<file path="src/rtl/ps2_key_rx_pkg.sv">
// PS/2 keyboard receiver shared types and constants.
// FSM encoding, scan-code prefixes and parity helper.
package ps2_pkg;

  typedef logic [7:0] ps2_byte_t;

  typedef enum logic [1:0] {
    ST_IDLE,
    ST_DATA,
    ST_PARITY,
    ST_STOP
  } ps2_state_t;

  localparam ps2_byte_t BREAK_PREFIX = 8'hF0;
  localparam ps2_byte_t EXT_PREFIX   = 8'hE0;

  localparam int TIMEOUT_DEFAULT = 10000;

  function automatic logic odd_ok(
    input ps2_byte_t d,
    input logic      p
  );
    return ^{d, p};
  endfunction

endpackage

</file>
<file path="src/rtl/ps2_key_rx_if.sv">
// Decoded key event bundle from the PS/2 receiver.
// master drives the event, slave consumes it.
interface ps2_key_rx_if;
  import ps2_pkg::*;

  ps2_byte_t scan_code;
  logic      code_valid;
  logic      is_break;
  logic      is_extended;
  logic      frame_error;
  logic      busy;

  modport master (
    output scan_code,
    output code_valid,
    output is_break,
    output is_extended,
    output frame_error,
    output busy
  );

  modport slave (
    input scan_code,
    input code_valid,
    input is_break,
    input is_extended,
    input frame_error,
    input busy
  );

endinterface

</file>
<file path="src/rtl/ps2_key_rx_sync_edge.sv">
// Two-flop synchronizers for the PS/2 lines
// plus falling-edge detection on the PS/2 clock.
module ps2_sync_edge
  import ps2_pkg::*;
(
  input  logic clk,
  input  logic rst,
  input  logic ps2_clk,
  input  logic ps2_dat,
  output logic dat_s,
  output logic clk_fall
);

  logic [1:0] clk_sync;
  logic [1:0] dat_sync;
  logic       clk_hist;

  // Clock path presets to the idle-high line level so
  // leaving reset can never look like a falling edge.
  always_ff @(posedge clk or posedge rst) begin
    if (rst) begin
      clk_sync <= 2'b11;
      dat_sync <= 2'b00;
      clk_hist <= 1'b1;
    end else begin
      clk_sync <= {clk_sync[0], ps2_clk};
      dat_sync <= {dat_sync[0], ps2_dat};
      clk_hist <= clk_sync[1];
    end
  end

  assign dat_s    = dat_sync[1];
  assign clk_fall = clk_hist & ~clk_sync[1];

endmodule

</file>
<file path="src/rtl/ps2_key_rx.sv">
// PS/2 keyboard frame receiver with make/break and
// extended-prefix decoding into single key events.
module ps2_key_rx
  import ps2_pkg::*;
#(
  parameter int TIMEOUT_CYCLES = TIMEOUT_DEFAULT
) (
  input  logic CLOCK_50,
  input  logic reset,
  input  logic ps2_clk,
  input  logic ps2_dat,
  ps2_key_rx_if.master key
);

  localparam int TW = $clog2(TIMEOUT_CYCLES + 1);
  localparam logic [TW-1:0] TLIM = TW'(TIMEOUT_CYCLES - 1);

  logic dat_s;
  logic clk_fall;

  ps2_sync_edge u_sync (
    .clk      (CLOCK_50),
    .rst      (reset),
    .ps2_clk  (ps2_clk),
    .ps2_dat  (ps2_dat),
    .dat_s    (dat_s),
    .clk_fall (clk_fall)
  );

  ps2_state_t    state_q, state_d;
  logic [2:0]    bcnt_q, bcnt_d;
  ps2_byte_t     sr_q, sr_d;
  logic          par_q, par_d;
  logic [TW-1:0] tcnt_q;

  logic timeout;
  logic accept;
  logic err;

  always_ff @(posedge CLOCK_50 or posedge reset) begin
    if (reset) begin
      state_q <= ST_IDLE;
      bcnt_q  <= '0;
      sr_q    <= '0;
      par_q   <= 1'b0;
    end else begin
      state_q <= state_d;
      bcnt_q  <= bcnt_d;
      sr_q    <= sr_d;
      par_q   <= par_d;
    end
  end

  always_comb begin
    state_d = state_q;
    bcnt_d  = bcnt_q;
    sr_d    = sr_q;
    par_d   = par_q;
    accept  = 1'b0;
    err     = 1'b0;
    timeout = (state_q != ST_IDLE) && !clk_fall
              && (tcnt_q == TLIM);
    if (timeout) begin
      err     = 1'b1;
      state_d = ST_IDLE;
    end else if (clk_fall) begin
      unique case (state_q)
        ST_IDLE: begin
          if (!dat_s) begin
            state_d = ST_DATA;
            bcnt_d  = '0;
          end else begin
            err = 1'b1;
          end
        end
        ST_DATA: begin
          sr_d   = {dat_s, sr_q[7:1]};
          bcnt_d = bcnt_q + 3'd1;
          if (bcnt_q == 3'd7) state_d = ST_PARITY;
        end
        ST_PARITY: begin
          par_d   = dat_s;
          state_d = ST_STOP;
        end
        ST_STOP: begin
          state_d = ST_IDLE;
          if (dat_s && odd_ok(sr_q, par_q)) accept = 1'b1;
          else err = 1'b1;
        end
        default: state_d = ST_IDLE;
      endcase
    end
  end

  always_ff @(posedge CLOCK_50 or posedge reset) begin
    if (reset) begin
      tcnt_q <= '0;
    end else if (clk_fall || state_q == ST_IDLE) begin
      tcnt_q <= '0;
    end else begin
      tcnt_q <= tcnt_q + 1'b1;
    end
  end

  ps2_byte_t scan_q;
  logic      valid_q, ferr_q;
  logic      brk_q, ext_q;
  logic      is_brk_q, is_ext_q;

  logic hit_brk;
  logic hit_ext;

  assign hit_brk = (sr_q == BREAK_PREFIX);
  assign hit_ext = (sr_q == EXT_PREFIX);

  // Prefixes only arm flags; the next plain byte emits the event.
  always_ff @(posedge CLOCK_50 or posedge reset) begin
    if (reset) begin
      scan_q   <= '0;
      valid_q  <= 1'b0;
      ferr_q   <= 1'b0;
      brk_q    <= 1'b0;
      ext_q    <= 1'b0;
      is_brk_q <= 1'b0;
      is_ext_q <= 1'b0;
    end else begin
      valid_q <= 1'b0;
      ferr_q  <= err;
      if (err) begin
        brk_q <= 1'b0;
        ext_q <= 1'b0;
      end else if (accept) begin
        unique case (1'b1)
          hit_brk: brk_q <= 1'b1;
          hit_ext: ext_q <= 1'b1;
          default: begin
            scan_q   <= sr_q;
            is_brk_q <= brk_q;
            is_ext_q <= ext_q;
            valid_q  <= 1'b1;
            brk_q    <= 1'b0;
            ext_q    <= 1'b0;
          end
        endcase
      end
    end
  end

  assign key.scan_code   = scan_q;
  assign key.code_valid  = valid_q;
  assign key.is_break    = is_brk_q;
  assign key.is_extended = is_ext_q;
  assign key.frame_error = ferr_q;
  assign key.busy        = (state_q != ST_IDLE);

endmodule

</file>
<file path="src/flat_wrapper.sv">
// flat-port wrapper written by rule: the top's interface ports become plain ports
module ps2_key_rx_flat import ps2_pkg::*;
#(
  parameter int TIMEOUT_CYCLES = TIMEOUT_DEFAULT
)
  (CLOCK_50, reset, ps2_clk, ps2_dat, key_scan_code, key_code_valid, key_is_break, key_is_extended, key_frame_error, key_busy);
  ps2_key_rx_if key_i ();
  input  logic CLOCK_50;
  input  logic reset;
  input  logic ps2_clk;
  input  logic ps2_dat;
  output wire logic [$bits(key_i.scan_code)-1:0] key_scan_code;
  output wire logic [$bits(key_i.code_valid)-1:0] key_code_valid;
  output wire logic [$bits(key_i.is_break)-1:0] key_is_break;
  output wire logic [$bits(key_i.is_extended)-1:0] key_is_extended;
  output wire logic [$bits(key_i.frame_error)-1:0] key_frame_error;
  output wire logic [$bits(key_i.busy)-1:0] key_busy;
  assign key_scan_code = key_i.scan_code;
  assign key_code_valid = key_i.code_valid;
  assign key_is_break = key_i.is_break;
  assign key_is_extended = key_i.is_extended;
  assign key_frame_error = key_i.frame_error;
  assign key_busy = key_i.busy;
  ps2_key_rx #(.TIMEOUT_CYCLES(TIMEOUT_CYCLES)) u_core (.CLOCK_50(CLOCK_50), .reset(reset), .ps2_clk(ps2_clk), .ps2_dat(ps2_dat), .key(key_i));
endmodule
</file>
<file path="config.mk">
export PLATFORM = sky130hd
export DESIGN_NAME = ps2_key_rx_flat
export DESIGN_NICKNAME = d
export VERILOG_FILES = /design/src/rtl/ps2_key_rx_pkg.sv /design/src/rtl/ps2_key_rx_if.sv /design/src/rtl/ps2_key_rx_sync_edge.sv /design/src/rtl/ps2_key_rx.sv /design/src/flat_wrapper.sv
export SDC_FILE = /design/constraint.sdc
export NUM_CORES = 1
export LEC_CHECK = 0
export CAP_MARGIN = 5
export CORE_ASPECT_RATIO = 0.9
export CORE_MARGIN = 3
export CORE_UTILIZATION = 60
export CTS_BUF_LIST = sky130_fd_sc_hd__clkbuf_8
export CTS_CLUSTER_DIAMETER = 150
export CTS_CLUSTER_SIZE = 28
export DETAILED_ROUTE_END_ITERATION = 6
export GPL_TIMING_DRIVEN = 0
export PLACE_DENSITY = 0.8
export REMOVE_ABC_BUFFERS = 1
export SYNTH_ARGS = -nofsm -noshare
export SYNTH_HDL_FRONTEND = slang
export SYNTH_SLANG_ARGS = --single-unit
</file>
<file path="constraint.sdc">
create_clock -name CLOCK_50 -period 4.3 [get_ports CLOCK_50]
set_clock_uncertainty 0.05 [all_clocks]
set_input_delay 0.43 -clock CLOCK_50 [delete_from_list [all_inputs] [get_ports CLOCK_50]]
set_output_delay 0.43 -clock CLOCK_50 [all_outputs]
set_load 0.05 [all_outputs]
</file>
==> flow_summary.yaml, run 1 <==
status:
  status: "complete, no violations"
synth:
  yosysWarnings: 0
  synth_cell_type_count: 36
  ys.flop_type: "dfrtp_1"
  async_flop_share_pct: 100
  seq_area_frac_synth_pct: 53.8
  synth_top_area_cell: "dfrtp_1"
  syn_inst: 179
  synth_most_common_cell: "dfrtp_1"
  yosysTopAreaCellShare_pct: 50.2
  netlist_top_cells_count: "dfrtp_1 (44), nor2_1 (20), mux2_2 (10), nand2_1 (10), mux2_4 (9)"
  synth_edf_count: 0
  synth.area.top_cells: "dfrtp_1 (50%), mux2_4 (6.2%), mux2_2 (5.1%)"
  syn_area_per_cell_um2: 12.2
  synth_seq_cells: 47
  netlist_area_um2: 2190
die:
  fp.dieH_um: 63.3
  num_io_pins: 17
  die_area_um2: 4420
  dieWidth_um: 69.7
  core-area_um2: 3450
  initial_utilization_pct: 63.5
  rows: 20
grt:
  grt_pass1_wl_um: 6760
  gr-total-overflow: 0
  antenna_found_initial: 0
  grt_max_degree: 30
  gr-usage-all-layers_pct: 19.5
  grt_pass1_vias: 1437
placement:
  gp_congestion: 0.831
  dp.final_hpwl_um: 2740
  place_ws_ns: 1.49
  io_buffers: 16
layout:
  areaGrowthSynthToFinish_pct: 14.6
  drive_above_1_share_pct: 18.4
  seqCellArea_um2: 1180
  multi_input_area_um2: 967
  nNetsFinal: 212
  diodes: 0
  nFillCells: 244
routing:
  wl_per_cell_um: 15.9
  vias: 1378
  route.detailed.drc: 0
  routed_wl_um: 3890
  vias_per_cell: 5.62
  drt-initial-drc-count: 63
  first_pass_iters: 4
  drtAntennaViolNets: 0
worst_setup_path:
  crit_fanout: 11
  required_ns: 4.43
  end_kind: "register"
  arrival_ns: 2.96
  cp-start-kind: "register"
  crit_type: "register to register"
clock_tree:
  cts-htree-levels: 2
  numCtsBuffers: 5
  ctsHoldBuffers: 0
  cts.sinks: 47
  clk_latency_ns: 0.30
  root_buffer: "clkbuf_8"
  post_cts_resized: 0
  path_clk_slew_ns: 0.09
  cts_tree: "done"
  post_cts_buffers: 0
  cts.path.max_buffers: 2
power_and_ir_drop:
  powerDensity_nw_per_um2: 604
  power.leakage_nw: 1.16
  peakVddDrop_mv: 0.270
flow_run:
  max_cap_violations: 0
sta:
  final_max_slew_viol_count: 0
  final-hold-violation-count: 0
  fin_crit_ns: 2.83
  rsz0062_at_grt: "no"
  worst_slew_pin_slew_ns: 1.11
  max-slew-margin-rel_pct: 25.6
  fin_crit_sh_pct: 65.8
  setup_slack_ns: 1.47
  setup_tns_ns: 0
  setup_viol_count_final: 0
  fmaxAchievable_ghz: 0.354
hold_path:
  hold_class: "register to register"
-- power breakdown --
| part | internal (mW) | leakage (nW) | switching (mW) |
|---|---|---|---|
| Clock | 0.146 | 0.0505 | 0.140 |
| Combinational | 0.285 | 0.489 | 0.324 |
| Sequential | 0.530 | 0.620 | 0.0918 |
| Total | 0.961 | 1.16 | 0.556 |
-- cells in the final DEF (no fill, tap or decap), drive strengths merged, types with 3 or more instances in the layout --
master          n
dfrtp          44
nor2           20
mux2           19
clkdlybuf4s50  16
nand2          10
xor2            8
ha              8
clkbuf          7
inv             7
nand3           6
xnor2           6
a31oi           5
and3            5
nor2b           3
mux2i           3
nand4           3
o21ai           3
a21oi           3
dfstp           3
-- worst max-delay path, cell delays in order, from the launching register on --
cell	delay, ns
dfrtp_1	0.45
xnor3_1	0.44
xnor3_2	0.28
mux2i_1	0.17
nor3_2	0.91
mux2_2	0.42
-- metrics by stage --
stage / cells / total power [mW] / hold WS (ns) / utilization [%] / cell area, um^2
6_report: 245 / 1.52 / 0.305 / 72.8 / 2510
5_1_grt: 245 / 1.61 / 0.316 / 72.8 / 2510
4_1_cts: 245 / 1.53 / 0.310 / 72.8 / 2510
3_5_place_dp: 237 / 1.23 / 0.291 / 69.7 / 2410
3_3_place_gp: 236 / 1.19 / 0.286 / 69.2 / 2390
2_1_floorplan: 176 / 1.08 / 0.281 / - / 2170
-- layout make-up --
type / instances / area share (%)
well taps: 44 / 2.19
flip-flops and latches: 47 / 47.0
inverters: 7 / 1.05
repair buffers: 17 / 7.17
clock inverters: 1 / 0.299
multi-input cells: 122 / 38.5
clock buffers: 7 / 3.83
-- cells by family (layout without fill, tap and decap cells) --
group | count (synthesis) | after routing | share of synthesized area (%)
fa+ha+maj | 8 | 8 | 4.57
mux | 22 | 22 | 12.7
simple gates | 56 | 56 | 12.9
compound gates | 20 | 20 | 6.28
flops | 47 | 47 | 53.8
xor+xnor | 16 | 16 | 7.71
buf+inv | 10 | 32 | 2.06
-- flip-flops by register name, summed over array words and instances, names as in the netlist, 2 cells and up --
register,count
u_core.tcnt_q,14
u_core.key.scan_code,8
u_core.sr_q,8
u_core.bcnt_q,3
u_core.state_q,2
u_core.u_sync.clk_sync,2
u_core.u_sync.dat_sync,2
-- per-layer routing --
layer  wire (um)  vias to the layer above  global-route usage [%]
met2        2030                       20                    34.6
met4          53                        0                    7.42
li1            -                      666                       -
met1        1710                      687                    23.6
met5           0                        -                       0
met3         104                        5                    3.35
-- worst paths after layout --
kind	from	to	slack [ns]	cells after the start
hold / removal	u_core.u_sync.dat_sync[0]$_DFF_PP0_	u_core.u_sync.dat_sync[1]$_DFF_PP0_	0.31	0
min in group asynchronous	reset	u_core.key.scan_code[1]$_DFFE_PP0P_	0.38	2
max in group asynchronous	reset	u_core.u_sync.clk_sync[0]$_DFF_PP1_	3.25	3
hold reg to reg	u_core.u_sync.dat_sync[0]$_DFF_PP0_	u_core.u_sync.dat_sync[1]$_DFF_PP0_	0.31	0
setup reg to reg	u_core.sr_q[1]$_DFFE_PP0P_	u_core.key.scan_code[6]$_DFFE_PP0P_	1.47	5
setup / recovery	u_core.sr_q[1]$_DFFE_PP0P_	u_core.key.scan_code[6]$_DFFE_PP0P_	1.47	5
No activity file was read; power rests on OpenSTA's default activity.
==> run 2: changes to the inputs <==
clock period = 2.7 ns   (was 4.3 ns; I/O delays follow)
==> flow_summary.yaml, run 2 (same netlist as run 1, synthesis figures left out) <==
grt:
  grt_pass1_vias: 1456
  grt_pass1_wl_um: 6870
  grt_max_degree: 30
  gr-usage-all-layers_pct: 19.8
  antenna_found_initial: 0
  gr-total-overflow: 0
power_and_ir_drop:
  power.leakage_nw: 1.17
  p_switching_mw: 0.906
  power_frac_comb_pct: 40.5
  switching_share_pct: 37.2
  intPower_mw: 1.53
  clockPowerShare_pct: 18.7
  powerDensity_nw_per_um2: 963
  p_seq_share_pct: 40.8
  peakVddDrop_mv: 0.431
layout:
  multi_input_area_um2: 973
  top_register: "u_core.tcnt_q"
  nNetsFinal: 214
  drive_above_1_share_pct: 19.2
  final_cell_count_no_fill: 247
  seqCellArea_um2: 1180
  final_cell_mix: "dfrtp_1 (44), nor2_1 (20), clkdlybuf4s50_1 (16), nand2_1 (10), mux2_2 (10)"
  final_core_util_pct: 73.4
  nFillCells: 239
  diodes: 0
  mostFrequentLayoutCell: "dfrtp_1"
  areaGrowthSynthToFinish_pct: 15.6
  largest_reg_flops: 14
clock_tree:
  ctsHoldBuffers: 0
  numCtsBuffers: 5
  cts.sinks: 47
  path_clk_slew_ns: 0.09
  clk_latency_ns: 0.30
  cts.path.max_buffers: 2
  cts-htree-levels: 2
  root_buffer: "clkbuf_8"
  cts_tree: "done"
routing:
  drt-initial-drc-count: 71
  route.detailed.drc: 0
  routed_wl_um: 4020
  wl_per_cell_um: 16.3
  vias: 1403
  first_pass_iters: 4
  drtAntennaViolNets: 0
  vias_per_cell: 5.68
die:
  core-area_um2: 3450
  rows: 20
  dieWidth_um: 69.7
  fp.dieH_um: 63.3
  num_io_pins: 17
  initial_utilization_pct: 63.5
  die_area_um2: 4420
status:
  status: "complete, no violations"
sta:
  setup_slack_ns: 0.278
  final-hold-violation-count: 0
  final_max_slew_viol_count: 0
  fmaxAchievable_ghz: 0.413
  fin_crit_sh_pct: 89.7
  worst_slew_pin_slew_ns: 0.663
  setup_viol_count_final: 0
  max-slew-margin-rel_pct: 55.7
  rsz0062_at_grt: "no"
  fin_crit_ns: 2.42
worst_setup_path:
  arrival_ns: 2.10
  cp-start-kind: "register"
  crit-reg2reg-launch: "u_core.u_sync.clk_hist$_DFF_PP1_"
  r2r_cells: 5
  cp-endpoint: "key_busy"
  required_ns: 2.38
  crit_path_start: "u_core.state_q[0]$_DFFE_PP0P_"
  rrSetupSlack_ns: 0.29
  rr_endpoint: "u_core.key.scan_code[2]$_DFFE_PP0P_"
  end_kind: "output pin"
  crit_fanout: 6
  crit_type: "register to output pin"
placement:
  io_buffers: 16
  gp_congestion: 0.831
  dp.final_hpwl_um: 2740
  place_ws_ns: -0.109
  placed_cells: 237
flow_run:
  max_cap_violations: 0
hold_path:
  hold_class: "input pin to asynchronous set/reset pin"
-- run 2: changes by cell type in the layout (fill, tap and decap cells not counted), sizes merged --
cell | previous run | this run
buf | 1 | 3
-- run 2: repair_timing --
action                                 in CTS  in global routing
buffers inserted                            0                  2
endpoints found under the hold margin       0                  0
pin swaps                                   0                  1
resized for setup                           1                  0
setup endpoints to repair                  10                  1
gates cloned                                0                  0
-- run 2: critical path: stages, from the launching register on --
cell and delay [ns]:
dfrtp_1 0.42, inv_1 0.11, ha_1 0.23, inv_1 0.20
clkdlybuf4s50_1 0.85
-- run 2: cell type report --
type	count	area share, %
repair buffers	19	7.70
flip-flops and latches	47	46.6
well taps	44	2.17
multi-input cells	122	38.4
clock buffers	7	3.80
clock inverters	1	0.296
inverters	7	1.04
-- run 2: power groups by stage --
stage               combinational, mW  sequential [mW]  clock, mW
CTS                             0.988            0.991      0.467
global route                     1.07             1.02      0.501
finish                          0.988            0.994      0.457
detailed placement              0.960             1.00          0
global placement                0.907            0.984          0
floorplan                       0.674             1.05          0
-- run 2: worst min-delay path by stage --
| stage | start | end | depth (start not counted) |
|---|---|---|---|
| 2_1_floorplan | ps2_clk | u_core.u_sync.clk_sync[0]$_DFF_PP1_ | 0 |
| 3_3_place_gp | u_core.u_sync.dat_sync[0]$_DFF_PP0_ | u_core.u_sync.dat_sync[1]$_DFF_PP0_ | 0 |
| 3_5_place_dp | u_core.u_sync.dat_sync[0]$_DFF_PP0_ | u_core.u_sync.dat_sync[1]$_DFF_PP0_ | 0 |
| 4_1_cts | reset | u_core.key.scan_code[1]$_DFFE_PP0P_ | 2 |
| 5_1_grt | reset | u_core.key.scan_code[1]$_DFFE_PP0P_ | 2 |
| 6_report | reset | u_core.key.scan_code[1]$_DFFE_PP0P_ | 2 |
-- run 2: layer usage --
| layer | global-route usage [%] | wire length, um | up-vias |
|---|---|---|---|
| met5 | 0 | 0 | - |
| met4 | 7.42 | 53 | 0 |
| met3 | 3.35 | 105 | 5 |
| met2 | 35.8 | 2130 | 22 |
| met1 | 23.6 | 1740 | 702 |
| li1 | - | - | 674 |
-- run 2: metrics by stage --
stage | power [mW] | hold slack [ns] | cell area (um^2) | setup TNS (ns)
floorplan | 1.72 | 0.224 | 2170 | 0
finish | 2.44 | 0.225 | 2530 | 0
global placement | 1.89 | 0.286 | 2390 | -0.0490
CTS | 2.45 | 0.234 | 2520 | 0
global route | 2.59 | 0.264 | 2530 | 0
detailed placement | 1.96 | 0.291 | 2410 | -0.435
